**config.mk**
```make
export PLATFORM = sky130hd
export DESIGN_NAME = fp_addsub_arbiter
export DESIGN_NICKNAME = d
export VERILOG_FILES = /design/src/rtl/fp_addsub_pkg.sv /design/src/rtl/fp_rr_arb2.sv /design/src/rtl/fp_addsub_arbiter.sv
export SDC_FILE = /design/constraint.sdc
export NUM_CORES = 1
export LEC_CHECK = 0
export CAP_MARGIN = 20
export CELL_PAD_IN_SITES_DETAIL_PLACEMENT = 1
export CELL_PAD_IN_SITES_GLOBAL_PLACEMENT = 1
export CORE_ASPECT_RATIO = 1.4
export CORE_MARGIN = 2
export CORE_UTILIZATION = 31
export DETAILED_ROUTE_END_ITERATION = 7
export PLACE_DENSITY = 0.95
export SYNTH_ARGS = -nofsm -noshare
export SYNTH_HDL_FRONTEND = slang
export SYNTH_SLANG_ARGS = --single-unit
```
**constraint.sdc**
```tcl
create_clock -name clk -period 6.6 [get_ports clk]
set_input_delay 1.32 -clock clk [delete_from_list [all_inputs] [get_ports clk]]
set_output_delay 1.32 -clock clk [all_outputs]
set_load 0.005 [all_outputs]
```
**src/rtl/fp_addsub_pkg.sv**
```systemverilog
// fp_addsub_pkg: FSM state type, op encodings and sizing constants for the shared fp add/sub arbiter
package fp_addsub_pkg;
  typedef enum logic [1:0] {IDLE, WAIT, RESP} state_t;
  localparam logic OP_ADD = 1'b0;
  localparam logic OP_SUB = 1'b1;
  localparam int DEF_WIDTH = 32;
  localparam int CNT_W = 4;
endpackage

```
**src/rtl/fp_rr_arb2.sv**
```systemverilog
// fp_rr_arb2: two-way round-robin grant (i_valid0/i_valid1/i_prio in, o_grant_valid/o_grant_id out); i_prio breaks ties
module fp_rr_arb2
  import fp_addsub_pkg::*;
(
  input  logic i_valid0,
  input  logic i_valid1,
  input  logic i_prio,
  output logic o_grant_valid,
  output logic o_grant_id
);
  assign o_grant_valid = i_valid0 | i_valid1;
  assign o_grant_id = (i_valid0 & i_valid1) ? i_prio : i_valid1;
endmodule

```
**src/rtl/fp_addsub_arbiter.sv**
```systemverilog
// fp_addsub_arbiter: shares one fp add/sub datapath (dp_*) between two valid/ready requesters (req0/req1) with per-requester response channels (rsp0/rsp1)
module fp_addsub_arbiter
  import fp_addsub_pkg::*;
#(
  parameter int WIDTH = DEF_WIDTH,
  parameter int LATENCY = 1
) (
  input  logic             clk,
  input  logic             reset,
  input  logic             req0_valid,
  output logic             req0_ready,
  input  logic [WIDTH-1:0] req0_a,
  input  logic [WIDTH-1:0] req0_b,
  input  logic             req0_op,
  input  logic             req1_valid,
  output logic             req1_ready,
  input  logic [WIDTH-1:0] req1_a,
  input  logic [WIDTH-1:0] req1_b,
  input  logic             req1_op,
  output logic             rsp0_valid,
  input  logic             rsp0_ready,
  output logic             rsp1_valid,
  input  logic             rsp1_ready,
  output logic [WIDTH-1:0] rsp_result,
  output logic [WIDTH-1:0] dp_a,
  output logic [WIDTH-1:0] dp_b,
  output logic             dp_op,
  input  logic [WIDTH-1:0] dp_result,
  output logic             busy
);
  state_t r_state, w_next;
  logic r_prio, r_owner, r_dp_op;
  logic [CNT_W-1:0] r_cnt;
  logic [WIDTH-1:0] r_dp_a, r_dp_b, r_rsp_result;
  logic w_grant_valid, w_grant_id, w_accept, w_rsp_hs, w_cnt_zero;
  fp_rr_arb2 u_arb (
    .i_valid0      (req0_valid),
    .i_valid1      (req1_valid),
    .i_prio        (r_prio),
    .o_grant_valid (w_grant_valid),
    .o_grant_id    (w_grant_id)
  );
  // ready is gated by reset so no handshake is advertised while the block is held in reset
  assign w_accept = (r_state == IDLE) && w_grant_valid && !reset;
  assign w_cnt_zero = (r_cnt == '0);
  assign w_rsp_hs = (r_state == RESP) && (r_owner ? rsp1_ready : rsp0_ready);
  always_comb begin
    w_next = r_state;
    req0_ready = w_accept & ~w_grant_id;
    req1_ready = w_accept & w_grant_id;
    rsp0_valid = (r_state == RESP) & ~r_owner;
    rsp1_valid = (r_state == RESP) & r_owner;
    busy = (r_state != IDLE);
    w_next = (r_state == IDLE) ? (w_accept ? WAIT : IDLE) :
             (r_state == WAIT) ? (w_cnt_zero ? RESP : WAIT) :
             (w_rsp_hs ? IDLE : RESP);
  end
  always_ff @(posedge clk or posedge reset)
    if (reset) r_state <= IDLE;
    else r_state <= w_next;
  always_ff @(posedge clk or posedge reset) begin
    if (reset) begin
      r_prio <= 1'b0;
      r_owner <= 1'b0;
      r_cnt <= '0;
      r_dp_a <= '0;
      r_dp_b <= '0;
      r_dp_op <= 1'b0;
      r_rsp_result <= '0;
    end else begin
      if (w_accept) begin
        r_dp_a <= w_grant_id ? req1_a : req0_a;
        r_dp_b <= w_grant_id ? req1_b : req0_b;
        r_dp_op <= w_grant_id ? req1_op : req0_op;
        r_owner <= w_grant_id;
        r_cnt <= CNT_W'(LATENCY);
      end
      // WAIT spans LATENCY+1 edges; the result is taken on the edge that sees the counter at zero
      if (r_state == WAIT) begin
        r_cnt <= w_cnt_zero ? r_cnt : r_cnt - 1'b1;
        if (w_cnt_zero) r_rsp_result <= dp_result;
      end
      if (w_rsp_hs) r_prio <= ~r_owner;
    end
  end
  assign dp_a = r_dp_a;
  assign dp_b = r_dp_b;
  assign dp_op = r_dp_op;
  assign rsp_result = r_rsp_result;
endmodule

```
==> flow_summary.yaml, run 1 <==
timing:
  fin_crit_sh_pct: 70.5
  tns_ps: 0
  drv_slew: 0
  fin_ws_ps: 1950
  setup_viol: 0
  worstMarginPinSlew_ps: 990
  max_freq_ghz: 0.215
  finalClockSkew_ps: 13.2
  relSlewSlack_pct: 34.0
  post-route-min-period_ps: 4650
  rsz0062_at_grt: "no"
  finalHoldViolations: 0
  whs_ps: 504
synthesis:
  ys_types: 31
  synth_cells: 339
  postSynthAreaPerCell_um2: 13.5
  yosys_register_bits: 105
  syn-cell-area_mm2: 0.00457
  syn_nets: 509
  ys_seq_area_share_pct: 57.5
  synth-warning-count: 0
floorplanning:
  rows: 52
  core_mm2: 0.0144
  start_util_pct: 31.6
  die_x_um: 107
  dieArea_mm2: 0.0157
  ios: 270
  die_h_um: 148
drt:
  vias: 4050
  viasPerCell: 5.16
  finalWirelength_um: 16000
  ant_nets: 0
  first_pass_iters: 4
  wl_per_cell_um: 20.3
  drc: 0
  drtIter0Drc: 122
clock_tree:
  clk_latency_ps: 340
  clk_pin_slew_ps: 80
  cts_root_buf: "clkbuf_16"
  cts.sinks: 105
  clockBufferDepth: 2
  post_cts_buffers: 0
  cts-buffers-inserted: 9
  cts_resized: 0
  htreeDepth: 3
  cts_tree: "yes"
  ctsHoldBuffers: 0
global_route:
  overflow: 0
  busiest_layer: "met2"
  grt_usage_pct: 20.2
  grt_first_pass_wirelength_um: 25000
  gr-usage-met1_pct: 21.7
  gr-usage-met2_pct: 36.8
  antenna_found_initial: 0
  use_met3_pct: 4.41
  grt_max_degree: 78
  grt_pass1_vias: 4675
job:
  max_cap_violations: 0
cells_and_area:
  nFillCells: 1476
  fin_util_pct: 53.2
  final_nets: 761
  area_delta_synth_final_pct: 68.2
  final_common_cell: "clkdlybuf4s50_1"
  layout.cells.most_common_list: "clkdlybuf4s50_1, dfrtp_1, a21boi_0, a221o_1, mux2_2"
  diodes: 0
  drive_gt1_share_pct: 10.2
setup_path:
  path_class: "input pin to primary output"
  critPathMaxFanout: 68
  crit_arrival_ps: 3330
  start_kind: "input pin"
  end_kind: "primary output"
  worst_ep_required_time_ps: 5280
pwr:
  peakVddDrop_uv: 167
  power_mw: 3.12
  pwr_density_cell_mw_per_mm2: 406
  leakage_nw: 3.14
min_path:
  hold_class: "flip-flop to flip-flop"
placement:
  io_buffers: 269
  dpl.hpwl_um: 11800
  globalplace.congestion: 0.788
  place_ws_ps: 1910
run_status:
  status: "finished clean"
==> registers in the layout (all words and copies together), names as in the netlist <==
signal and cells:
dp_a 32, dp_b 32, r_cnt 4, rsp_result 32, r_state 2, r_owner 1, r_prio 1, dp_op 1
==> cells in the mapped netlist <==
| master | instances | area (um2) |
|---|---|---|
| nor2_4 | 1 | 11.3 |
| ha_1 | 2 | 25.0 |
| or3b_1 | 1 | 8.76 |
| o21ai_0 | 3 | 15.0 |
| nor3_2 | 1 | 10.0 |
| buf_6 | 4 | 45.0 |
| nor2_1 | 2 | 7.51 |
| a21boi_0 | 65 | 488 |
| mux2_1 | 1 | 11.3 |
| inv_1 | 3 | 11.3 |
| a22o_1 | 1 | 8.76 |
| nor3_1 | 1 | 5.00 |
| or3_1 | 1 | 6.26 |
| nor3b_1 | 1 | 7.51 |
| dfrtp_1 | 105 | 2630 |
| and3b_1 | 1 | 8.76 |
| or2_2 | 2 | 12.5 |
| buf_4 | 3 | 22.5 |
| nand4b_1 | 1 | 8.76 |
| mux2i_1 | 2 | 20.0 |
| and3_1 | 2 | 12.5 |
| buf_2 | 14 | 70.1 |
| clkbuf_1 | 12 | 45.0 |
| mux2_2 | 32 | 360 |
| o21a_1 | 1 | 7.51 |
| a221o_1 | 65 | 651 |
| a31o_2 | 1 | 8.76 |
| nand2_1 | 4 | 15.0 |
| nand2b_1 | 3 | 18.8 |
| nor2b_1 | 1 | 6.26 |
| nand3_1 | 3 | 15.0 |
==> cell families (layout without fill, tap and decap cells) <==
family | Yosys count | in the layout | share of synthesized area, %
AOI/OAI and AO/OA | 136 | 136 | 25.8
DFF | 105 | 105 | 57.5
buffers and inverters | 36 | 293 | 4.24
muxes | 35 | 35 | 8.57
and+or+nand+nor | 25 | 25 | 3.37
adders and majority gates | 2 | 2 | 0.547
==> per-stage QoR <==
stage,cells,instance area (um2)
2_1_floorplan,339,4570
3_3_place_gp,768,7360
3_5_place_dp,768,7360
4_1_cts,784,7670
5_1_grt,785,7690
6_report,785,7690
==> final timing paths <==
path / from / end / slack (ps) / cells after the start
max: reset / req0_ready / 1950 / 5
min: rsp_result[10] / rsp_result[10] / 500 / 1
max reg2reg: r_state[0] / dp_a[23] / 4080 / 5
min reg2reg: rsp_result[10] / rsp_result[10] / 500 / 1
max in group asynchronous: reset / dp_a[23] / 3850 / 3
min in group asynchronous: reset / r_cnt[2] / 1410 / 2
==> metal layers <==
metal	part of all wire, %	vias up
met5	0	-
met4	4.9	0
met3	5.6	39
met2	53	202
met1	36	1993
li1	-	1816
==> power breakdown <==
part / total, mW / switching, mW / internal, mW
Sequential: 1.14 / 0.190 / 0.949
Combinational: 1.42 / 0.494 / 0.928
Clock: 0.560 / 0.250 / 0.310
==> worst max-delay path: stages <==
cell	delay [ps]
clkdlybuf4s50_1	510
nor3_4	140
buf_4	520
and3_2	320
clkdlybuf4s50_1	500
==> final cells by class <==
type	count	area, um2	area share (%)
clock buffers	10	239	3.11
clock inverters	6	72.6	0.944
inverters	3	13.8	0.179
multi-input cells	198	1760	22.9
flip-flops and latches	105	2630	34.2
well taps	189	236	3.08
repair buffers	274	2740	35.7
(Power assumes the default switching activity.)
==> run 2, diff against run 1 <==
--- a/config.mk
+++ b/config.mk
@@ -10,9 +10,9 @@
 export CELL_PAD_IN_SITES_GLOBAL_PLACEMENT = 1
 export CORE_ASPECT_RATIO = 1.4
 export CORE_MARGIN = 2
-export CORE_UTILIZATION = 31
+export CORE_UTILIZATION = 28
 export DETAILED_ROUTE_END_ITERATION = 7
-export PLACE_DENSITY = 0.95
+export PLACE_DENSITY = 0.88
 export SYNTH_ARGS = -nofsm -noshare
 export SYNTH_HDL_FRONTEND = slang
 export SYNTH_SLANG_ARGS = --single-unit
==> constraint.sdc (replaced) <==
create_clock -name clk -period 4.9 [get_ports clk]
set_input_delay 0.98 -clock clk [delete_from_list [all_inputs] [get_ports clk]]
set_output_delay 0.98 -clock clk [all_outputs]
set_load 0.005 [all_outputs]
==> flow_summary.yaml, run 2 (synthesis gave the netlist of run 1 again) <==
cells_and_area:
  layout.cells.most_common_list: "clkdlybuf4s50_1, dfrtp_1, a21boi_0, a221o_1, mux2_2"
  diodes: 0
  final_nets: 763
  nFillCells: 1690
  final_common_cell: "clkdlybuf4s50_1"
  area_delta_synth_final_pct: 68.6
  drive_gt1_share_pct: 10.2
placement:
  io_buffers: 269
  dpl.hpwl_um: 11900
  globalplace.congestion: 0.817
pwr:
  power_switching_mw: 1.25
  switching_share_pct: 30.0
  pwr-share-comb_pct: 46.6
  power_mw: 4.16
  clkPwrFrac_pct: 16.6
  peakVddDrop_uv: 252
  p_int_mw: 2.91
  seqPwrFrac_pct: 36.8
  pwr_density_cell_mw_per_mm2: 539
  leakage_nw: 3.14
run_status:
  status: "finished clean"
clock_tree:
  cts_root_buf: "clkbuf_16"
  ctsHoldBuffers: 0
  htreeDepth: 3
  cts_resized: 0
  clockBufferDepth: 2
  cts-buffers-inserted: 9
  cts.sinks: 105
  clk_pin_slew_ps: 60
  clk_latency_ps: 340
  post_cts_buffers: 0
  cts_tree: "yes"
setup_path:
  crit_arrival_ps: 2690
  critPathMaxFanout: 26
  path_depth: 5
  worstReg2RegEnd: "rsp_result[11]"
  setup.worst_path.end: "req0_ready"
  crit_family: "buffers and inverters"
  r2r_setup_slack_ps: 2480
  worst-path-buf-inv: 3
  cp_slowest_cell: "clkdlybuf4s50_1"
  crit_chain: "clkdlybuf4s50_1, nor3_4, buf_4, and3_2, clkdlybuf4s50_1"
  r2r_cells: 5
  end_kind: "primary output"
  cp-startpoint: "reset"
  crit_top_cell: "clkdlybuf4s50_1"
  worst_ep_required_time_ps: 3920
  cp_slowest_stage_delay_ps: 510
  start_kind: "input pin"
  path_class: "input pin to primary output"
  worstReg2RegStart: "r_cnt[0]"
global_route:
  grt_first_pass_wirelength_um: 25200
  grt_usage_pct: 18.3
  grt_pass1_vias: 4561
  overflow: 0
  antenna_found_initial: 0
  grt_max_degree: 87
floorplanning:
  start_util_pct: 28.4
  core_mm2: 0.0161
  rows: 55
  dieArea_mm2: 0.0174
  die_x_um: 112
  die_h_um: 155
  ios: 270
drt:
  drc: 0
  ant_nets: 0
  finalWirelength_um: 16300
  drtIter0Drc: 159
  first_pass_iters: 6
  wl_per_cell_um: 20.5
  viasPerCell: 5.12
  vias: 4075
timing:
  tns_ps: 0
  setup_viol: 0
  post-route-min-period_ps: 3670
  fin_crit_sh_pct: 74.9
  finalHoldViolations: 0
  relSlewSlack_pct: 37.9
  max_freq_ghz: 0.272
  rsz0062_at_grt: "no"
  drv_slew: 0
  finalClockSkew_ps: 14.0
  worstMarginPinSlew_ps: 929
min_path:
  hold_class: "flip-flop to flip-flop"
job:
  max_cap_violations: 0
[run 2: changes by cell type in the layout (fill, tap and decap cells not counted), sizes merged]
cell and change:
buf +2, clkbuf +2, inv -2, bufinv -1
clkinv -1, clkinvlp +1
[run 2: stage by stage]
step | instances | util (%) | hold WS [ps] | instance area [um2] | worst slack (ps)
after floorplan | 339 | - | 432 | 4570 | 1160
after global placement | 779 | 45.8 | 466 | 7380 | 1230
after detailed placement | 779 | 45.8 | 491 | 7380 | 1220
after CTS | 794 | 47.6 | 502 | 7660 | 1210
after global routing | 796 | 47.9 | 523 | 7710 | 1140
final | 796 | 47.9 | 494 | 7710 | 1230
[run 2: final cells by class]
type | instances | area, um2 | share of cell area, %
multi-input cells | 198 | 1760 | 22.8
clock buffers | 12 | 256 | 3.33
clock inverters | 3 | 25.0 | 0.325
repair buffers | 276 | 2780 | 36.0
flip-flops and latches | 105 | 2630 | 34.1
inverters | 3 | 13.8 | 0.179
well taps | 199 | 249 | 3.23
[run 2: power groups by stage]
stage / logic [mW] / registers, mW / clock network [mW]
final: 1.94 / 1.53 / 0.688
after detailed placement: 1.95 / 1.54 / 0
after global routing: 2.09 / 1.59 / 0.748
after floorplan: 0.783 / 1.52 / 0
after global placement: 1.87 / 1.51 / 0
after CTS: 1.96 / 1.54 / 0.710
[run 2: per-layer routing]
layer | global-route usage [%] | wire (um)
met1 | 21.0 | 6140
met2 | 33.2 | 8650
met3 | 5.30 | 1240
met4 | 5.17 | 278
met5 | 0 | 0
[run 2: worst reg2reg max path: cells and delay by family, from the launching register on]
kind | cells | cell delay, ps
flops | 1 | 420
buf+inv | 1 | 90
simple gates | 2 | 1200
mux | 1 | 430
fa+ha+maj | 1 | 160
[run 2: worst min path at each step]
stage	start	end	slack [ps]	cells past startpoint
6_report	r_cnt[3]	r_cnt[3]	490	1
4_1_cts	r_cnt[3]	r_cnt[3]	500	1
3_5_place_dp	r_cnt[3]	r_cnt[3]	490	1
5_1_grt	rsp_result[19]	rsp_result[19]	520	1
2_1_floorplan	r_cnt[3]	r_cnt[3]	430	1
3_3_place_gp	r_cnt[3]	r_cnt[3]	470	1
==> run 3, diff against run 2 <==
==> constraint.sdc (replaced) <==
create_clock -name clk -period 3.6 [get_ports clk]
set_input_delay 0.72 -clock clk [delete_from_list [all_inputs] [get_ports clk]]
set_output_delay 0.72 -clock clk [all_outputs]
set_load 0.005 [all_outputs]
==> flow_summary.yaml, run 3 (synthesis gave the netlist of run 1 again) <==
setup_path:
  worstReg2RegStart: "r_cnt[0]"
  crit_top_cell: "clkdlybuf4s50_1"
  path_depth: 4
  r2r_setup_slack_ps: 1170
  cp_slowest_cell: "clkdlybuf4s50_1"
  worst-path-buf-inv: 2
  critPathMaxFanout: 4
  crit_chain: "clkdlybuf4s50_1, nor3_4, and3_2, clkdlybuf4s50_1"
  path_class: "input pin to primary output"
  crit_family: "buffers and inverters"
  worst_ep_required_time_ps: 2880
  cp-startpoint: "reset"
  r2r_cells: 5
  cp_slowest_stage_delay_ps: 560
  crit_arrival_ps: 2240
  worstReg2RegEnd: "rsp_result[12]"
  setup.worst_path.end: "req0_ready"
  end_kind: "primary output"
  start_kind: "input pin"
placement:
  place_area_mm2: 0.00741
  dpl.hpwl_um: 12000
  io_buffers: 269
  globalplace.congestion: 0.797
drt:
  vias: 4096
  wl_per_cell_um: 20.3
  finalWirelength_um: 16200
  first_pass_iters: 4
  ant_nets: 0
  drc: 0
  viasPerCell: 5.15
  drtIter0Drc: 126
clock_tree:
  cts_tree: "yes"
  clk_pin_slew_ps: 70
  cts-buffers-inserted: 9
  cts_root_buf: "clkbuf_16"
  htreeDepth: 3
  clockBufferDepth: 2
  cts_resized: 0
  ctsHoldBuffers: 0
  cts.sinks: 105
  clk_latency_ps: 350
  post_cts_buffers: 0
cells_and_area:
  nFillCells: 1662
  layout.cells.most_common_list: "clkdlybuf4s50_1, dfrtp_1, a21boi_0, a221o_1, mux2_2"
  drive_gt1_share_pct: 10.4
  final_nets: 762
  final_common_cell: "clkdlybuf4s50_1"
  fin_area_mm2: 0.00772
  area_delta_synth_final_pct: 69.0
  diodes: 0
timing:
  fin_crit_sh_pct: 82.1
  drv_slew: 0
  post-route-min-period_ps: 2960
  relSlewSlack_pct: 39.2
  setup_viol: 0
  finalClockSkew_ps: 13.9
  tns_ps: 0
  max_freq_ghz: 0.338
  finalHoldViolations: 0
  worstMarginPinSlew_ps: 910
  rsz0062_at_grt: "no"
global_route:
  gr-usage-met1_pct: 21.2
  use_met3_pct: 5.03
  grt_pass1_vias: 4645
  grt_usage_pct: 18.5
  busiest_layer: "met2"
  grt_first_pass_wirelength_um: 25500
  antenna_found_initial: 0
  overflow: 0
  gr-usage-met2_pct: 33.4
  grt_max_degree: 68
pwr:
  seqPwrFrac_pct: 36.3
  clkPwrFrac_pct: 18.1
  peakVddDrop_uv: 342
  pwr-share-comb_pct: 45.6
  power_switching_mw: 1.74
  leakage_nw: 3.14
  pwr_density_cell_mw_per_mm2: 744
  p_int_mw: 4.00
  switching_share_pct: 30.3
floorplanning:
  die_x_um: 112
  start_util_pct: 28.4
  dieArea_mm2: 0.0174
  rows: 55
  die_h_um: 155
  core_mm2: 0.0161
  ios: 270
run_status:
  status: "finished clean"
job:
  max_cap_violations: 0
min_path:
  hold_class: "flip-flop to flip-flop"
-- run 3: changes by cell type in the layout (fill, tap and decap cells not counted), sizes merged --
cell and delta:
buf -1, bufinv +1, clkbuf -3, clkinv -1, clkinvlp +2, inv +2
-- run 3: stage by stage --
step                instances  total power [mW]  util (%)  hold WS [ps]  setup WS (ps)
finish                    796              5.74      48.0           482            645
global route              796              6.11      48.0           506            577
CTS                       796              5.83      48.0           484            638
detailed placement        780              4.76      46.0           474            651
global placement          780              4.61      46.0           449            663
floorplan                 339              3.14         -           432            119
-- run 3: power groups by stage --
stage	combinational (mW)	clock (mW)	sequential, mW
floorplan	1.07	0	2.07
global placement	2.55	0	2.06
detailed placement	2.66	0	2.10
CTS	2.66	1.07	2.10
global route	2.82	1.11	2.17
finish	2.62	1.04	2.08
-- run 3: worst min-delay path by stage --
stage / from / end / slack [ps] / cells after the start
after floorplan: r_cnt[3] / r_cnt[3] / 430 / 1
after global placement: r_cnt[3] / r_cnt[3] / 450 / 1
after detailed placement: r_cnt[3] / r_cnt[3] / 470 / 1
after CTS: r_cnt[3] / r_cnt[3] / 480 / 1
after global routing: r_cnt[3] / r_cnt[3] / 510 / 1
final: r_cnt[3] / r_cnt[3] / 480 / 1
-- run 3: layer usage --
metal	up-vias	share of wire [%]
met5	-	0
li1	1825	-
met1	2045	38
met3	22	7.7
met2	204	52
met4	0	2.1
-- run 3: cell type report --
type / count / area [um2] / share of cell area (%)
Timing Repair Buffer: 275 / 2760 / 35.8
Sequential cell: 105 / 2630 / 34.0
Multi-Input combinational cell: 198 / 1760 / 22.8
Tap cell: 199 / 249 / 3.22
Clock buffer: 9 / 225 / 2.92
Clock inverter: 7 / 86.3 / 1.12
Inverter: 3 / 13.8 / 0.178
